==> src/rtl/ov7670_capture.sv <==
// rtl/ov7670_capture.sv - OV7670 byte-bus framer packing RGB565 pixels into a FIFO write port.
// Optional dropped-pixel counter enabled by defining OV7670_CAPTURE_DROP_CNT_EN.
module ov7670_capture #(
    parameter int H_ACTIVE = 640,
    parameter int V_ACTIVE = 480,
    parameter int CW       = 11
) (
    input  logic          i_clk,
    input  logic          i_rstn,
    input  logic          i_vsync,
    input  logic          i_href,
    input  logic [7:0]    i_data,
    input  logic          i_en,
    input  logic          i_clr,
    input  logic          i_full,
    output logic          o_wr,
    output logic [15:0]   o_data,
    output logic          o_sof,
    output logic          o_eof,
    output logic          o_overflow,
    output logic          o_line_err,
    output logic          o_frame_err,
    output logic [CW-1:0] o_line_cnt,
    output logic [15:0]   o_drop_cnt
);

    typedef enum logic [1:0] {S_SYNC, S_VBLANK, S_ACTIVE, S_SKIP} state_t;

    localparam logic [CW-1:0] H_EXP = CW'(H_ACTIVE);
    localparam logic [CW-1:0] V_EXP = CW'(V_ACTIVE);

    state_t        state_q, state_d;
    logic          vsync_q, href_q;
    logic          phase_q, phase_d;
    logic [7:0]    hi_q, hi_d;
    logic [CW-1:0] pix_cnt_q, pix_cnt_d;
    logic [CW-1:0] line_cnt_q, line_cnt_d;
    logic          wr_q, wr_d;
    logic [15:0]   data_q, data_d;
    logic          sof_q, sof_d;
    logic          eof_q, eof_d;
    logic          overflow_q, overflow_d;
    logic          line_err_q, line_err_d;
    logic          frame_err_q, frame_err_d;

    logic          vs_rise, vs_fall, href_fall;
    logic          line_done;
    logic [CW-1:0] line_cnt_nxt;

    assign vs_rise   = i_vsync & ~vsync_q;
    assign vs_fall   = ~i_vsync & vsync_q;
    assign href_fall = ~i_href & href_q;

    always_comb begin
        state_d      = state_q;
        phase_d      = phase_q;
        hi_d         = hi_q;
        pix_cnt_d    = pix_cnt_q;
        line_cnt_d   = line_cnt_q;
        wr_d         = 1'b0;
        data_d       = data_q;
        sof_d        = 1'b0;
        eof_d        = 1'b0;
        overflow_d   = overflow_q & ~i_clr;
        line_err_d   = line_err_q & ~i_clr;
        frame_err_d  = frame_err_q & ~i_clr;
        line_done    = 1'b0;
        line_cnt_nxt = line_cnt_q;

        case (state_q)
            S_SYNC: begin
                if (i_vsync) state_d = S_VBLANK;
            end
            S_VBLANK: begin
                if (vs_fall) begin
                    if (i_en) begin
                        state_d    = S_ACTIVE;
                        sof_d      = 1'b1;
                        line_cnt_d = '0;
                        phase_d    = 1'b0;
                        pix_cnt_d  = '0;
                    end else begin
                        state_d = S_SKIP;
                    end
                end
            end
            S_SKIP: begin
                if (vs_rise) state_d = S_VBLANK;
            end
            S_ACTIVE: begin
                // A line still open when vsync rises is closed in the same cycle.
                line_done = vs_rise ? href_q : href_fall;

                if (!vs_rise && i_href) begin
                    phase_d = ~phase_q;
                    if (!phase_q) begin
                        hi_d = i_data;
                    end else begin
                        if (pix_cnt_q != '1) pix_cnt_d = pix_cnt_q + 1'b1;
                        if (i_full) begin
                            overflow_d = 1'b1;
                        end else begin
                            wr_d   = 1'b1;
                            data_d = {hi_q, i_data};
                        end
                    end
                end

                if (line_done) begin
                    if (line_cnt_q != '1) line_cnt_nxt = line_cnt_q + 1'b1;
                    line_cnt_d = line_cnt_nxt;
                    if (phase_q || (pix_cnt_q != H_EXP)) line_err_d = 1'b1;
                    phase_d   = 1'b0;
                    pix_cnt_d = '0;
                end

                if (vs_rise) begin
                    eof_d   = 1'b1;
                    state_d = S_VBLANK;
                    if (line_cnt_nxt != V_EXP) frame_err_d = 1'b1;
                end
            end
            default: state_d = S_SYNC;
        endcase
    end

    always_ff @(posedge i_clk or negedge i_rstn) begin
        if (!i_rstn) begin
            state_q     <= S_SYNC;
            vsync_q     <= 1'b0;
            href_q      <= 1'b0;
            phase_q     <= 1'b0;
            hi_q        <= 8'd0;
            pix_cnt_q   <= '0;
            line_cnt_q  <= '0;
            wr_q        <= 1'b0;
            data_q      <= 16'd0;
            sof_q       <= 1'b0;
            eof_q       <= 1'b0;
            overflow_q  <= 1'b0;
            line_err_q  <= 1'b0;
            frame_err_q <= 1'b0;
        end else begin
            state_q     <= state_d;
            vsync_q     <= i_vsync;
            href_q      <= i_href;
            phase_q     <= phase_d;
            hi_q        <= hi_d;
            pix_cnt_q   <= pix_cnt_d;
            line_cnt_q  <= line_cnt_d;
            wr_q        <= wr_d;
            data_q      <= data_d;
            sof_q       <= sof_d;
            eof_q       <= eof_d;
            overflow_q  <= overflow_d;
            line_err_q  <= line_err_d;
            frame_err_q <= frame_err_d;
        end
    end

`ifdef OV7670_CAPTURE_DROP_CNT_EN
    logic        drop_evt;
    logic [15:0] drop_cnt_q, drop_cnt_d;

    assign drop_evt = (state_q == S_ACTIVE) && !vs_rise && i_href && phase_q && i_full;

    // A drop coinciding with a clear leaves the count at one.
    always_comb begin
        drop_cnt_d = i_clr ? 16'd0 : drop_cnt_q;
        if (drop_evt && (drop_cnt_d != 16'hFFFF)) drop_cnt_d = drop_cnt_d + 16'd1;
    end

    always_ff @(posedge i_clk or negedge i_rstn) begin
        if (!i_rstn) drop_cnt_q <= 16'd0;
        else         drop_cnt_q <= drop_cnt_d;
    end

    assign o_drop_cnt = drop_cnt_q;
`else
    assign o_drop_cnt = 16'd0;
`endif

    assign o_wr        = wr_q;
    assign o_data      = data_q;
    assign o_sof       = sof_q;
    assign o_eof       = eof_q;
    assign o_overflow  = overflow_q;
    assign o_line_err  = line_err_q;
    assign o_frame_err = frame_err_q;
    assign o_line_cnt  = line_cnt_q;

endmodule

==> config.mk <==
export PLATFORM = sky130hd
export DESIGN_NAME = ov7670_capture
export DESIGN_NICKNAME = d
export VERILOG_FILES = /design/src/rtl/ov7670_capture.sv
export SDC_FILE = /design/constraint.sdc
export NUM_CORES = 1
export LEC_CHECK = 0
export CAP_MARGIN = 0
export CELL_PAD_IN_SITES_DETAIL_PLACEMENT = 0
export CELL_PAD_IN_SITES_GLOBAL_PLACEMENT = 1
export CORE_MARGIN = 3
export CORE_UTILIZATION = 39
export CTS_CLUSTER_SIZE = 12
export DETAILED_ROUTE_END_ITERATION = 8
export GPL_TIMING_DRIVEN = 1
export PLACE_DENSITY_LB_ADDON = 0.15
export SYNTH_ARGS = -nofsm -noshare
export SYNTH_HDL_FRONTEND = slang
export SYNTH_SLANG_ARGS = --single-unit
==> constraint.sdc <==
create_clock -name i_clk -period 2.2 [get_ports i_clk]
set_input_delay 0.22 -clock i_clk [delete_from_list [all_inputs] [get_ports i_clk]]
set_output_delay 0.22 -clock i_clk [all_outputs]
set_load 0.005 [all_outputs]
======== Word-level counts from Yosys, hierarchy flattened ========
Index checks and enable logic that the tools add are counted.
storage, ports and cells
  register bits ........................... 57
  input port bits ......................... 15
  output and inout bits ................... 49
  logic and storage cells ................. 95
cells by class
  $add $sub $neg .......................... 2
  equal/unequal tests ..................... 14
  mux-type cells .......................... 41
  bitwise operators ....................... 12
  reduce and logical (&&, ||, !) cells .... 12
operators by type and width
  operator                                                                    number
  11-bit 2-to-1 mux                                                           9
  11-bit case mux with 2 select lines                                         2
  1-bit 2-to-1 mux                                                            25
  11-bit by 1-bit adder with 11-bit output (second input constant)            2
  11-bit inequality test (second input constant)                              2
  11-bit by 10-bit inequality test with 1-bit output (second input constant)  1
  11-bit by 9-bit inequality test with 1-bit output (second input constant)   1
  3-bit inequality test (second input constant)                               3
  3-bit AND reduction                                                         3
  4-bit AND reduction                                                         2
  1-bit bitwise AND                                                           6
  2-bit 2-to-1 mux                                                            3
  2-bit inequality test (second input constant)                               3
  1-bit inverter                                                              6
  2-bit case mux with 3 select lines                                          1
  6-bit AND reduction                                                         1
  2-bit == test (second input constant)                                       2
  2-bit by 1-bit == test with 1-bit output (second input constant)            1
  2-bit logical NOT                                                           1
  2-bit by 1-bit inequality test with 1-bit output (second input constant)    1
  1-bit case mux with 2 select lines                                          1
  2-bit nonzero test                                                          1
  2-bit OR reduction                                                          1
  1-bit logical AND                                                           1
  other kinds (2)                                                             2

======== Depth between registers and ports, before layout ========
  depth in word-level cells ............... 9
  mapped depth ............................ 7
  gate-level depth less buffers ........... 6

======== Least setup slack after synthesis ========
Ideal clock, no wire load.
  path type ............................... flip-flop to flip-flop
  start point ............................. register line_cnt_q[1] (netlist: o_line_cnt[1])
  end point ............................... register frame_err_q (netlist: o_frame_err)
  library setup time ...................... 0.133 ns
  arrival time ............................ 1.878 ns
  data required time ...................... 2.067 ns
  setup slack ............................. 0.190 ns
  stages on the path, launching flop included .. 7
  path buffers ............................ 0
  clock period less this slack ............ 2.010 ns
  cells stage by stage .................... dfrtp_1 > ha_1 > and2_1 > and4_1 > or4_1 > a222oi_1 > a31oi_1
on the way
  cells in the longest elaborated chain, start to end .. 8
  elaborated cells between the ends (all ways) .. 9
  those cells by class .................... add/sub (1); eq/ne (2); mux (6)
ends and longest elaborated chain
  item                                                                                       RTL line  source
  start: declaration                                                                         37        logic [CW-1:0] line_cnt_q, line_cnt_d;
  start signal: assignment                                                                   150       line_cnt_q <= line_cnt_d;
  11-bit by 1-bit adder with 11-bit output / 11-bit inequality test (equally long branches)  110       if (line_cnt_q != '1) line_cnt_nxt = line_cnt_q + 1'b1;
  11-bit 2-to-1 mux                                                                          110
  11-bit 2-to-1 mux (*)                                                                      --
  11-bit 2-to-1 mux (*)                                                                      70        case (state_q)
  11-bit by 9-bit inequality test with 1-bit output (*)                                      120       if (line_cnt_nxt != V_EXP) frame_err_d = 1'b1;
  1-bit 2-to-1 mux (*)                                                                       120
  1-bit 2-to-1 mux (*)                                                                       117       if (vs_rise) begin
  1-bit 2-to-1 mux (*)                                                                       70
  named net frame_err_d                                                                      44        logic frame_err_q, frame_err_d;
  end signal: assignment                                                                     157       frame_err_q <= frame_err_d;
  end: declaration                                                                           44
Mark *: on every way through the listed nets, which the timed path passes. The rest lies on a longest branch. The select of a mux whose other input is x is not followed.
A chain may end at the register's enable or synchronous reset.

======== Worst setup path in the final report ========
  start point ............................. register vsync_q
  end point ............................... register frame_err_q (netlist: o_frame_err)
on the way
  cells in the longest elaborated chain, start to end .. 9
ends and longest elaborated chain
  item                                               RTL line  source
  start: declaration                                 33        logic vsync_q, href_q;
  start signal: assignment                           145       vsync_q <= i_vsync;
  1-bit inverter (*)                                 50        assign vs_rise = i_vsync & ~vsync_q;
  1-bit bitwise AND (*)                              50
  1-bit 2-to-1 mux                                   92        line_done = vs_rise ? href_q : href_fall;
  11-bit 2-to-1 mux                                  --
  11-bit 2-to-1 mux                                  70
  11-bit by 9-bit inequality test with 1-bit output  120
  1-bit 2-to-1 mux                                   120
  1-bit 2-to-1 mux (*)                               117
  1-bit 2-to-1 mux (*)                               70
  named net frame_err_d                              44
Marked as above.

==> run metrics <==
share of layout cells above drive strength 1=21.5%; Hold Path Class=in2async; WL final=7000 µm; Die W=93.2 µm; Slew Limit Fails=0; Final Critical Period=1980 ps; Synth Flop Type=dfrtp_1; max-cap violations=0; clk_skew=9.07 ps; drt wl/cell=15.0 µm; DR vias/cell=5.24; row count=31; pwr dens=796 nW/µm²; total track usage=17.3%; GR Overflow Total=0; post-synthesis sequential area ratio=48.1%; vias=2447; Syn. warnings=0; top cells by area, synth=dfrtp_1, mux2_2, buf_4, o21ai_0, nand4_1; initial antenna violation count=0; number of synthesized flops with an enable pin=0; first-pass GRT wire length=11900 µm; worst-path fanout max=6; CTS clk-pin slew, worst paths=70 ps; die extent in y=93.2 µm; register bit total from synthesis=57; Critical Path Source Type=register; detailed-route DRC error count=0; RePlAce Congestion=0.846; RSZ-0062 raised after global routing=no; setup bufs post-CTS=0; Power Total=3.14 mW; largest net degree at the start of global routing=32; arrival time worst endpoint=2190 ps; setup_tns=0 ps; Mapped Cells=284; Worst Max-Slew Pin Slew=619 ps; Setup crit start=vsync_q; WP data required=2410 ps; clock buffer depth=2; clk sinks=57; post-synth cell types=53; worst flop-to-flop path startpoint=vsync_q; drt pass-1 iters=5; Max-Slew Margin vs Limit=58.7%; Die ar.=8680 µm²; Clock Latency Late Sink=330 ps; IO Pins=64; post-synth top area share=48.1%; Antenna Cells=0; CTS Root Buffer Type=clkbuf_8; initial core utilization=40.4%; syn avg cell area=10.4 µm²; final number of setup-violating endpoints=0; post-DP HPWL=5290 µm; Final ANT Viol Nets=0; period utilization=90.2%; synthesized area=2960 µm²; Crit Path Class=reg2reg; drt initial violations=68; CTS tree=done; async set or reset register ratio after synthesis=100%; Post-layout nets=382; top cell type by total area after synthesis=dfrtp_1; vias in the first global route=2367; Worst VDD drop=309 µV; fmax=504 MHz; H-tree Lvls=3; LEAKAGE=1.69 nW; Buffers on Ports=47; Synth-to-Final Area Change=32.8%; Num CTS Buffers=9; Crit. End Element=register; total core area=7330 µm²; run status=completed; Hold Fails Final Rpt=0
-- Yosys cell counts (2+ instances only) --
library cell and count:
nor2b_1 3, nor3_1 2, a31oi_1 8, nor4_1 2, a21oi_1 16, nand2_1 15
o31ai_1 5, a21boi_0 2, ha_1 3, a211oi_1 3, o22ai_1 2, mux2i_1 2
and3_1 6, a211o_1 2, buf_2 6, buf_4 16, dfrtp_1 57, nor2_1 8
and4_1 3, nand4_1 13, and2_1 5, xnor2_1 2, or4_1 5, nand3_1 9
inv_1 12, mux2_2 24, nand2b_1 3, o21ai_0 22, clkbuf_1 4
-- sequential cells by signal, summed over array words and instances (netlist names) --
signal	count
o_data	16
vsync_q	1
o_eof	1
o_sof	1
o_wr	1
href_q	1
pix_cnt_q	11
o_line_cnt	11
o_line_err	1
o_frame_err	1
phase_q	1
o_overflow	1
hi_q	8
state_q	2
-- final cells by class --
cell class | instances | area (µm²)
Clock buffer | 11 | 151
Clock inverter | 4 | 76.3
Fill cell | 670 | 3390
Inverter | 13 | 48.8
Multi-Input combinational cell | 202 | 1380
Sequential cell | 57 | 1430
Tap cell | 99 | 124
Timing Repair Buffer | 81 | 736
-- path summary, 6_finish.rpt --
kind                                end  slack [ps]  cells after the start
hold / removal                o_data[7]         440                      2
setup / recovery            o_frame_err         220                      5
setup reg to reg            o_frame_err         220                      5
hold reg to reg              o_line_err         490                      1
min in group i_clk           o_line_err         490                      1
max in group asynchronous  pix_cnt_q[4]        1170                      3
-- cell families (layout without fill, tap and decap cells) --
logic type	Yosys count	in the layout	synth area share, %
simple gates	80	80	16.0
other cells	1	16	0.127
xor+xnor	2	2	0.591
buf+inv	40	109	7.60
flops	57	57	48.1
compound gates	75	75	16.5
fa+ha+maj	3	3	1.27
mux	26	26	9.79
-- critical path, stage by stage (launching register included) --
cell and delay (ps):
dfrtp_1 440, nand2b_1 230, a2111o_1 440, or3_1 320, a222oi_1 330, a31oi_1 120
-- power breakdown --
group,internal (mW),total [mW],switching (mW)
Sequential,1.24,1.34,0.0979
Combinational,0.408,0.677,0.269
Clock,0.695,1.12,0.423
Total,2.34,3.14,0.790
-- cells in the final DEF, fill, tap and decap left out, drive strengths merged, types with 4 or more instances in the layout --
cell type | Yosys | final
a21oi | 16 | 16
clkbuf | 4 | 11
and3 | 6 | 6
conb | 1 | 16
nor2 | 8 | 8
nand2 | 15 | 15
a211oi | 4 | 4
buf | 23 | 34
o31ai | 5 | 5
nand4 | 13 | 13
or4 | 5 | 5
o21ai | 22 | 22
and2 | 6 | 6
a31oi | 8 | 8
inv | 13 | 13
mux2 | 24 | 24
clkdlybuf4s50 | 0 | 46
dfrtp | 57 | 57
nand3 | 9 | 9
-- stage by stage --
stage	instance area, µm²	worst slack (ps)	hold WS [ps]	std cells	utilization, %
detailed placement	3690	35.3	270	451	50.4
finish	3940	216	438	467	53.7
CTS	3930	196	448	467	53.6
global placement	3690	61.6	278	451	50.4
global route	3940	59.4	490	467	53.7
floorplan	3020	190	-75.6	299	-
-- per-layer routing --
layer | GRT usage [%] | up-vias | wire length, µm
li1 | - | 1189 | -
met1 | 24.9 | 1192 | 3450
met2 | 25.9 | 59 | 3190
met3 | 4.02 | 7 | 273
met4 | 5.13 | 0 | 78
met5 | 0 | - | 0
-- repair_timing --
action | in CTS | in global routing
gates resized for setup | 0 | 1
setup endpoints to repair | 0 | 1
endpoints found under the hold margin | 26 | 0
hold buffers | 1 | 0
Power figures use the tool's default switching activity.
